--- src/rtl/fetch_pkg.sv ---
// Shared types and defaults for the fetch run-control block.
package fetch_pkg;

    localparam int PC_W_DEFAULT = 8;
    localparam int SQ_W         = 2;

    typedef enum logic [2:0] {
        IDLE   = 3'd0,
        LAUNCH = 3'd1,
        RUN    = 3'd2,
        FLUSH  = 3'd3,
        HALTED = 3'd4
    } seq_state_t;

endpackage

--- src/rtl/fetch_sequencer_sat_counter.sv ---
// Up-counter with synchronous clear that sticks at all-ones instead of wrapping.
module sat_counter #(
    parameter int W = 32
) (
    input  logic         f_clk,
    input  logic         f_rst,
    input  logic         en,
    input  logic         clr,
    output logic [W-1:0] count
);

    // Count register: clear wins over enable, saturate at the top.
    always_ff @(posedge f_clk or posedge f_rst) begin
        if (f_rst) begin
            count <= {W{1'b0}};
        end else if (clr) begin
            count <= {W{1'b0}};
        end else if (en && (count != {W{1'b1}})) begin
            count <= count + {{(W-1){1'b0}}, 1'b1};
        end else begin
            count <= count;
        end
    end

endmodule

--- src/rtl/fetch_sequencer.sv ---
// Run-control FSM driving the fetch unit: launch, branch redirect/squash,
// stall hold, HALT and watchdog stop, plus cycle/instruction counters.
module fetch_sequencer
    import fetch_pkg::*;
#(
    parameter int PC_W       = PC_W_DEFAULT,
    parameter int CNT_W      = 32,
    parameter int BR_PENALTY = 1,
    parameter int MAX_CYCLES = 0
) (
    input  logic             f_clk,
    input  logic             f_rst,
    input  logic             go_i,
    input  logic [PC_W-1:0]  go_addr_i,
    input  logic             stall_i,
    input  logic             branch_i,
    input  logic             cond_i,
    input  logic [PC_W-1:0]  br_target_i,
    input  logic             halt_instr_i,
    output logic             start_o,
    output logic [PC_W-1:0]  start_addr_o,
    output logic             taken_o,
    output logic [PC_W-1:0]  target_o,
    output logic             halt_o,
    output logic             squash_o,
    output logic             busy_o,
    output logic             done_o,
    output logic             timeout_o,
    output logic [CNT_W-1:0] cycle_count_o,
    output logic [CNT_W-1:0] instr_count_o
);

    localparam logic             WD_EN   = (MAX_CYCLES > 0);
    localparam logic [CNT_W-1:0] WD_LAST = CNT_W'((MAX_CYCLES > 0) ? (MAX_CYCLES - 1) : 0);
    localparam logic [SQ_W-1:0]  SQ_INIT = SQ_W'(BR_PENALTY);

    seq_state_t       state_r;
    logic [PC_W-1:0]  addr_r;
    logic [SQ_W-1:0]  squash_cnt_r;
    logic             timeout_r;

    logic [CNT_W-1:0] cycle_cnt_s;
    logic [CNT_W-1:0] instr_cnt_s;
    logic             active_s;
    logic             launch_s;
    logic             wd_hit_s;
    logic             take_s;
    logic             halt_hit_s;
    logic             issue_s;

    assign active_s      = (state_r == RUN) || (state_r == FLUSH);
    assign launch_s      = (state_r == LAUNCH);
    assign wd_hit_s      = WD_EN && active_s && (cycle_cnt_s == WD_LAST);
    assign timeout_o     = timeout_r;
    assign cycle_count_o = cycle_cnt_s;
    assign instr_count_o = instr_cnt_s;

    sat_counter #(.W(CNT_W)) u_cycle_cnt (
        .f_clk (f_clk),
        .f_rst (f_rst),
        .en    (active_s),
        .clr   (launch_s),
        .count (cycle_cnt_s)
    );

    sat_counter #(.W(CNT_W)) u_instr_cnt (
        .f_clk (f_clk),
        .f_rst (f_rst),
        .en    (issue_s),
        .clr   (launch_s),
        .count (instr_cnt_s)
    );

    // Fetch-side outputs and per-cycle decisions, decoded from state and live inputs.
    always_comb begin
        start_o      = 1'b0;
        start_addr_o = {PC_W{1'b0}};
        taken_o      = 1'b0;
        target_o     = {PC_W{1'b0}};
        halt_o       = 1'b1;
        squash_o     = 1'b0;
        busy_o       = 1'b0;
        done_o       = 1'b0;
        take_s       = 1'b0;
        halt_hit_s   = 1'b0;
        issue_s      = 1'b0;
        case (state_r)
            IDLE: begin
                halt_o = 1'b1;
            end
            LAUNCH: begin
                start_o      = 1'b1;
                start_addr_o = addr_r;
                halt_o       = 1'b0;
                busy_o       = 1'b1;
            end
            RUN: begin
                busy_o = 1'b1;
                // A same-cycle HALT behind a taken branch is wrong-path, so the branch wins;
                // the watchdog in turn cancels the redirect.
                if (branch_i && cond_i) begin
                    if (wd_hit_s) begin
                        halt_o = 1'b1;
                    end else begin
                        take_s   = 1'b1;
                        taken_o  = 1'b1;
                        target_o = br_target_i;
                        halt_o   = 1'b0;
                    end
                end else if (halt_instr_i) begin
                    halt_hit_s = 1'b1;
                    halt_o     = 1'b1;
                end else if (stall_i) begin
                    halt_o = 1'b1;
                end else begin
                    halt_o  = 1'b0;
                    issue_s = 1'b1;
                end
            end
            FLUSH: begin
                busy_o   = 1'b1;
                squash_o = 1'b1;
                halt_o   = stall_i;
            end
            HALTED: begin
                halt_o = 1'b1;
                done_o = 1'b1;
            end
            default: begin
                halt_o = 1'b1;
            end
        endcase
    end

    // FSM state, launch address, squash countdown and sticky watchdog flag.
    always_ff @(posedge f_clk or posedge f_rst) begin
        if (f_rst) begin
            state_r      <= IDLE;
            addr_r       <= {PC_W{1'b0}};
            squash_cnt_r <= {SQ_W{1'b0}};
            timeout_r    <= 1'b0;
        end else begin
            case (state_r)
                IDLE, HALTED: begin
                    if (go_i) begin
                        addr_r  <= go_addr_i;
                        state_r <= LAUNCH;
                    end else begin
                        state_r <= state_r;
                    end
                end
                LAUNCH: begin
                    timeout_r <= 1'b0;
                    state_r   <= RUN;
                end
                RUN: begin
                    if (wd_hit_s) begin
                        timeout_r <= 1'b1;
                        state_r   <= HALTED;
                    end else if (take_s) begin
                        squash_cnt_r <= SQ_INIT;
                        state_r      <= FLUSH;
                    end else if (halt_hit_s) begin
                        state_r <= HALTED;
                    end else begin
                        state_r <= RUN;
                    end
                end
                FLUSH: begin
                    if (wd_hit_s) begin
                        timeout_r <= 1'b1;
                        state_r   <= HALTED;
                    end else if (stall_i) begin
                        state_r <= FLUSH;
                    end else if (squash_cnt_r <= {{(SQ_W-1){1'b0}}, 1'b1}) begin
                        squash_cnt_r <= {SQ_W{1'b0}};
                        state_r      <= RUN;
                    end else begin
                        squash_cnt_r <= squash_cnt_r - {{(SQ_W-1){1'b0}}, 1'b1};
                    end
                end
                default: begin
                    state_r <= IDLE;
                end
            endcase
        end
    end

endmodule
--- config.mk ---
export PLATFORM = sky130hd
export DESIGN_NAME = fetch_sequencer
export DESIGN_NICKNAME = d
export VERILOG_FILES = /design/src/rtl/fetch_pkg.sv /design/src/rtl/fetch_sequencer_sat_counter.sv /design/src/rtl/fetch_sequencer.sv
export SDC_FILE = /design/constraint.sdc
export NUM_CORES = 1
export LEC_CHECK = 0
export CAP_MARGIN = 30
export CORE_ASPECT_RATIO = 0.6
export CORE_UTILIZATION = 25
export CTS_CLUSTER_SIZE = 12
export DETAILED_ROUTE_END_ITERATION = 8
export PLACE_DENSITY = 0.45
export SYNTH_ARGS = -nofsm -noshare
export SYNTH_HDL_FRONTEND = slang
export SYNTH_SLANG_ARGS = --single-unit
--- constraint.sdc ---
create_clock -name f_clk -period 2.8 [get_ports f_clk]
set_input_delay 0.56 -clock f_clk [delete_from_list [all_inputs] [get_ports f_clk]]
set_output_delay 0.56 -clock f_clk [all_outputs]
set_load 0.02 [all_outputs]
# [Word-level counts from Yosys, hierarchy flattened]
# Index checks and enable logic that the tools add are counted.
[totals] ff_bits=77 input_bits=23 word_cells=66
[classes] add_sub_neg=3 n_lt_le_gt_ge=1 eq_ne=10 muxes=34 reduce_logical=13
[op_table] op="two-way mux 32 bit" count=4
[op_table] op="adder 32 x 1 -> 32 bit, second input constant" count=2
[op_table] op="!= test 32 bit, second input constant" count=2
[op_table] op="two-way mux 8 bit" count=3
[op_table] op="two-way mux 1 bit" count=16
[op_table] op="two-way mux 3 bit" count=5
[op_table] op="one-hot mux 3 bit (4 select lines)" count=1
[op_table] op="equality test 3 x 2 -> 1 bit, second input constant" count=2
[op_table] op="two-way mux 2 bit" count=3
[op_table] op="!= test 2 bit, second input constant" count=3
[op_table] op="nonzero test 2 bit" count=3
[op_table] op="one-hot mux 2 bit (2 select lines)" count=1
[op_table] op="AND reduction 2 bit" count=2
[op_table] op="equality test 3 x 1 -> 1 bit, second input constant" count=1
[op_table] op="equality test 3 bit, second input constant" count=1
[op_table] op="logical AND 1 bit" count=3
[op_table] op="zero test 3 bit" count=1
[op_table] op="!= test 3 x 2 -> 1 bit, second input constant" count=1
[op_table] op="one-hot mux 1 bit (3 select lines)" count=1
[op_table] op="AND reduction 3 bit" count=1
[op_table] op="OR reduction 3 bit" count=1
[op_table] op="less-or-equal comparator 2 x 1 -> 1 bit, second input constant" count=1
[op_table] op="OR reduction 2 bit" count=1
[op_table] op="subtractor 2 x 1 -> 2 bit, second input constant" count=1
[op_table] op="logical OR 1 bit" count=1

# [Longest topological paths before layout]
[logic_depth] depth_word=7 ltp_mapped=8

# [Modules after synthesis]
# Synthesis repeated with hierarchy kept, for this count alone.
[hier_totals] hier_cells=444 hier_area_um2=4217.8
[modules_own_cells] module="sat_counter" n_inst=2 cells_per_inst=186 area_per_inst_um2=1740.4 seq_area_each_um2=800.8
[modules_own_cells] module="fetch_sequencer" n_inst=1 cells_per_inst=72 area_per_inst_um2=737.0 seq_area_each_um2=325.3

# [Least setup slack after synthesis]
# No wires, ideal clock.
[synth_path] kind="flip-flop to output port" startpoint="register state_r[1]" endpoint="output port halt_o" t_arrival_ps=1883 t_required_ps=2240 setup_slack_ps=357 stages_incl_launch_ff=8 path_buffers=2 path_cell_list="dfrtp_1 nor2b_1 clkbuf_1 clkbuf_1 nand2_1 inv_1 nor2_1 o21ai_0"
[synth_between] elab_chain_len=2
[synth_lines] item="from (decl)" line="fetch_sequencer.sv:37" rtl="seq_state_t state_r;"
[synth_lines] item="from (signal assigned)" line="fetch_sequencer.sv:149" rtl="state_r <= state_r;"
[synth_lines] item="equality test 3 x 2 -> 1 bit or equality test 3 x 1 -> 1 bit (tied branches)" line="fetch_sequencer.sv:87" rtl="case (state_r)"
[synth_lines] item="one-hot mux 1 bit (3 select lines) *" line="fetch_sequencer.sv:87"
[synth_lines] item="to (decl)" line="fetch_sequencer.sv:24" rtl="output logic halt_o,"
# Every way passes the cells marked *; elsewhere a longest branch is shown, timed or not.

# [Final worst setup path]
[layout_path] startpoint="input port cond_i" endpoint="output port taken_o"
[layout_between] elab_chain_len=3
[layout_lines] item="from (decl)" line="fetch_sequencer.sv:17" rtl="input logic cond_i,"
[layout_lines] item="logical AND 1 bit" line="fetch_sequencer.sv:101" rtl="if (branch_i && cond_i) begin"
[layout_lines] item="two-way mux 1 bit" line="fetch_sequencer.sv:101"
[layout_lines] item="two-way mux 1 bit" line="fetch_sequencer.sv:87"
[layout_lines] item="to (decl)" line="fetch_sequencer.sv:22" rtl="output logic taken_o,"
# No other way between the ends.

==> run metrics <==
global-route wire length before repair=26200 um; fraction of power consumed by sequential logic=0.327; number of synthesized flops with an enable pin=0; cell mode on critical path=sky130_fd_sc_hd__clkdlybuf4s50_1; sequential area share after synthesis=0.407; total design power=0.00451 W; total number of yosys warnings=0; clock power share=0.307; detail-routed via count per cell=5.48; Switching Share=0.365; violation count after the first detailed-route iteration=442; Crit. End Element=output port; half-perimeter wire length of the detailed placement result=12000 um; area share of the largest cell type after synthesis=0.407; total overflow reported by the global router=0; Tmin final=2.67 ns; outcome=finished, violations left; synthesized area divided by synthesized cell count=8.91 sq um; first-pass iteration count of the detailed router=9; cells along the critical path=clkdlybuf4s50_1, nand2_1, nor3_1, buf_4, clkdlybuf4s50_1; worst skew pair latency=0.34 ns; violations in the final reports=DRC; clk root buf=sky130_fd_sc_hd__clkbuf_16; via count of the first global-routing pass=4571; DRT Wirelength=16300 um; path depth of the worst reg2reg path=6; critical path data arrival time=2.11 ns; worst-path maximum fanout=10; TritonCTS clock tree=done; Wirelength per Cell=18.4 um; max_slew headroom=0.465; switching power=0.00165 W; Max VDD drop=0.349 mV; total vias in the final route=4837; Synth area leaders=sky130_fd_sc_hd__dfrtp_1 41%, sky130_fd_sc_hd__a31oi_1 5.2%, sky130_fd_sc_hd__nand4_1 4.0%; hold_buf cts=0; worst reg2reg startpoint=u_instr_cnt.count[7]$_DFFE_PP0P_; Layout Skew=0.00791 ns; placement row count=38; CP Launch Type=primary input; Core ar.=18300 sq um; total number of cells along the worst setup path=5; number of inserted diodes=0; maximum clock path buffer count=2; number of H-tree levels=3; delay contributed by the slowest stage of the critical path=0.61 ns; number of setup violations in the final report=0; Internal Pwr Total=0.00287 W; largest area contributor in the synthesized netlist=sky130_fd_sc_hd__dfrtp_1; final clock period utilization by the worst path=0.952; endpoint required time on the critical path=2.24 ns; kind of path behind the tightest hold check=flip-flop to flip-flop; Post-Syn Area=4730 sq um; Fmax achieved=0.375 GHz; net count of the finished layout=664; post-synthesis to final-layout area growth=38.0%; fillers=1849; last weighted congestion value of the routability-driven placer=0.850; number of maximum-capacitance violations=0; leading register cell type out of synthesis=sky130_fd_sc_hd__dfrtp_1; fin. max-slew vios=0; static leakage=2.68 nW; TritonCTS Sinks=77; Initial Utilization=0.259; floorplan die width=180 um; share of synthesized registers carrying an async set or reset=1.00; fraction of final layout cells with drive strength greater than 1=0.109; area taken by multi-input logic gates=2580 sq um; crit path launch=cond_i; Total GRT Usage=0.173; final hold vios=0; clock buffers created by TritonCTS=9; areal power density over the cells=691 nW/um^2; total DRC errors in the routed layout=3; Synth cell types=59; sequential cell area=1930 sq um; maximum number of pins on one net before global-route repair=36; critical-path cell with the highest stage delay=sky130_fd_sc_hd__clkdlybuf4s50_1; die height=109 um; synthesis-stage register bit count=77; worst setup path class=primary input to output port; worst hold path startpoint=addr_r[1]$_DFFE_PP0P_; RSZ-0062 raised after global routing=false; number of port buffers=108; smallest hold slack=0.502 ns; final total negative setup slack=0 ns; Antenna Violating Nets Remaining=0; Post-CTS Setup Bufs=0; synthesized instance count=531; worst hold path depth=1; kind of cell with the highest combined delay on the critical path=buffers and inverters; buffers and inverters on the worst path=3; die footprint=19500 sq um; slew at the pin with the worst max-slew slack=0.801 ns; core utilization of the finished layout=0.357; I/O pin total=110; initial antenna violation count=0; combinational share of power=0.366; number of nets in the synthesized netlist=556; CTS clock-pin slew for the worst setup and hold paths=0.06 ns
[per-layer routing]
layer / global-route usage / routed length, um
met1: 0.267 / 8490
met2: 0.236 / 6510
met3: 0.0408 / 1130
met4: 0.0400 / 133
met5: 0 / 0
[stage by stage]
stage / std cells / setup WS [ns] / cell area (sq um)
5_1_grt: 883 / 0.0449 / 6530
3_5_place_dp: 868 / -0.113 / 6190
4_1_cts: 883 / 0.105 / 6530
3_3_place_gp: 868 / -0.0742 / 6190
2_1_floorplan: 531 / 0.273 / 4730
6_report: 883 / 0.135 / 6530
[state kept, by name, indices dropped and copies added (netlist names)]
register / cells
addr_r: 8
state_r: 3
u_instr_cnt.count: 32
squash_cnt_r: 2
u_cycle_cnt.count: 32
[cells by family (layout without fill, tap and decap cells)]
logic type      count (synthesis)  after routing  share of synthesized area
compound gates                130            130                      0.189
xor+xnor                        1              1                    0.00185
other cells                     1              1                   0.000792
mux                            15             15                     0.0341
fa+ha+maj                       2              2                    0.00529
simple gates                  252            252                      0.314
buf+inv                        53            165                     0.0478
flops                          77             77                      0.407
[layout by cell type (no fill, tap or decap), drive strengths merged, types with 9 or more instances in the layout]
cell,synthesis,routed
nor4,14,14
and3,24,24
a21oi,12,12
a31oi,40,40
nand2,40,40
nand4,31,31
mux2,9,9
and2,22,22
nor3,13,13
or3,17,17
buf,15,25
dfrtp,77,77
inv,17,16
nor2,22,22
nand3,34,34
clkdlybuf4s50,0,99
and4,15,15
o21ai,21,21
dlygate4sd2,0,9
clkbuf,21,11
[synth_stat cells (all sizes together) (5+ instances only)]
| cell | count |
|---|---|
| dfrtp | 77 |
| a31oi | 40 |
| nand2 | 40 |
| nand3 | 34 |
| nand4 | 31 |
| and3 | 24 |
| and2 | 22 |
| nor2 | 22 |
| clkbuf | 21 |
| o21ai | 21 |
| inv | 17 |
| or3 | 17 |
| and4 | 15 |
| buf | 15 |
| nor4 | 14 |
| nor3 | 13 |
| a21oi | 12 |
| mux2 | 9 |
| o31ai | 8 |
| or4 | 8 |
| a41oi | 7 |
| o211ai | 7 |
| mux2i | 6 |
| a21o | 5 |
| a311o | 5 |
| nand2b | 5 |
| o31a | 5 |
[worst paths after layout]
check	to	slack [ns]
setup / recovery	taken_o	0.13
setup reg to reg	u_instr_cnt.count[17]$_DFFE_PP0P_	0.36
hold reg to reg	addr_r[1]$_DFFE_PP0P_	0.50
max in group asynchronous	u_instr_cnt.count[24]$_DFFE_PP0P_	1.72
hold / removal	addr_r[1]$_DFFE_PP0P_	0.50
min in group asynchronous	u_cycle_cnt.count[13]$_DFFE_PP0P_	0.51
[power by group through the flow]
| stage | combinational [W] | sequential, W | clock (W) |
|---|---|---|---|
| floorplan | 0.000939 | 0.00150 | 0 |
| global placement | 0.00167 | 0.00148 | 0 |
| detailed placement | 0.00168 | 0.00149 | 0 |
| CTS | 0.00167 | 0.00147 | 0.00143 |
| global route | 0.00180 | 0.00151 | 0.00149 |
| finish | 0.00165 | 0.00148 | 0.00139 |
[worst reg2reg max path: stages (launching register included)]
cell and delay [ns]:
sky130_fd_sc_hd__dfrtp_1 0.46, sky130_fd_sc_hd__and4_1 0.32, sky130_fd_sc_hd__and4_1 0.43, sky130_fd_sc_hd__nand4_1 0.28, sky130_fd_sc_hd__buf_12 0.26, sky130_fd_sc_hd__nand2_1 0.37
sky130_fd_sc_hd__o221ai_1 0.17
[area by class of cell]
type / count / area share
Clock inverter: 4 / 0.0146
Timing Repair Buffer: 133 / 0.200
Tap cell: 240 / 0.0460
Clock buffer: 11 / 0.0387
Inverter: 17 / 0.00996
Multi-Input combinational cell: 401 / 0.395
Sequential cell: 77 / 0.295
[repair_timing]
item / in CTS / in global routing
gates resized for setup: 9 / 1
endpoints found under the setup margin: 9 / 1
gates cloned: 0 / 0
pin swaps: 0 / 0
(Power assumes the default switching activity.)
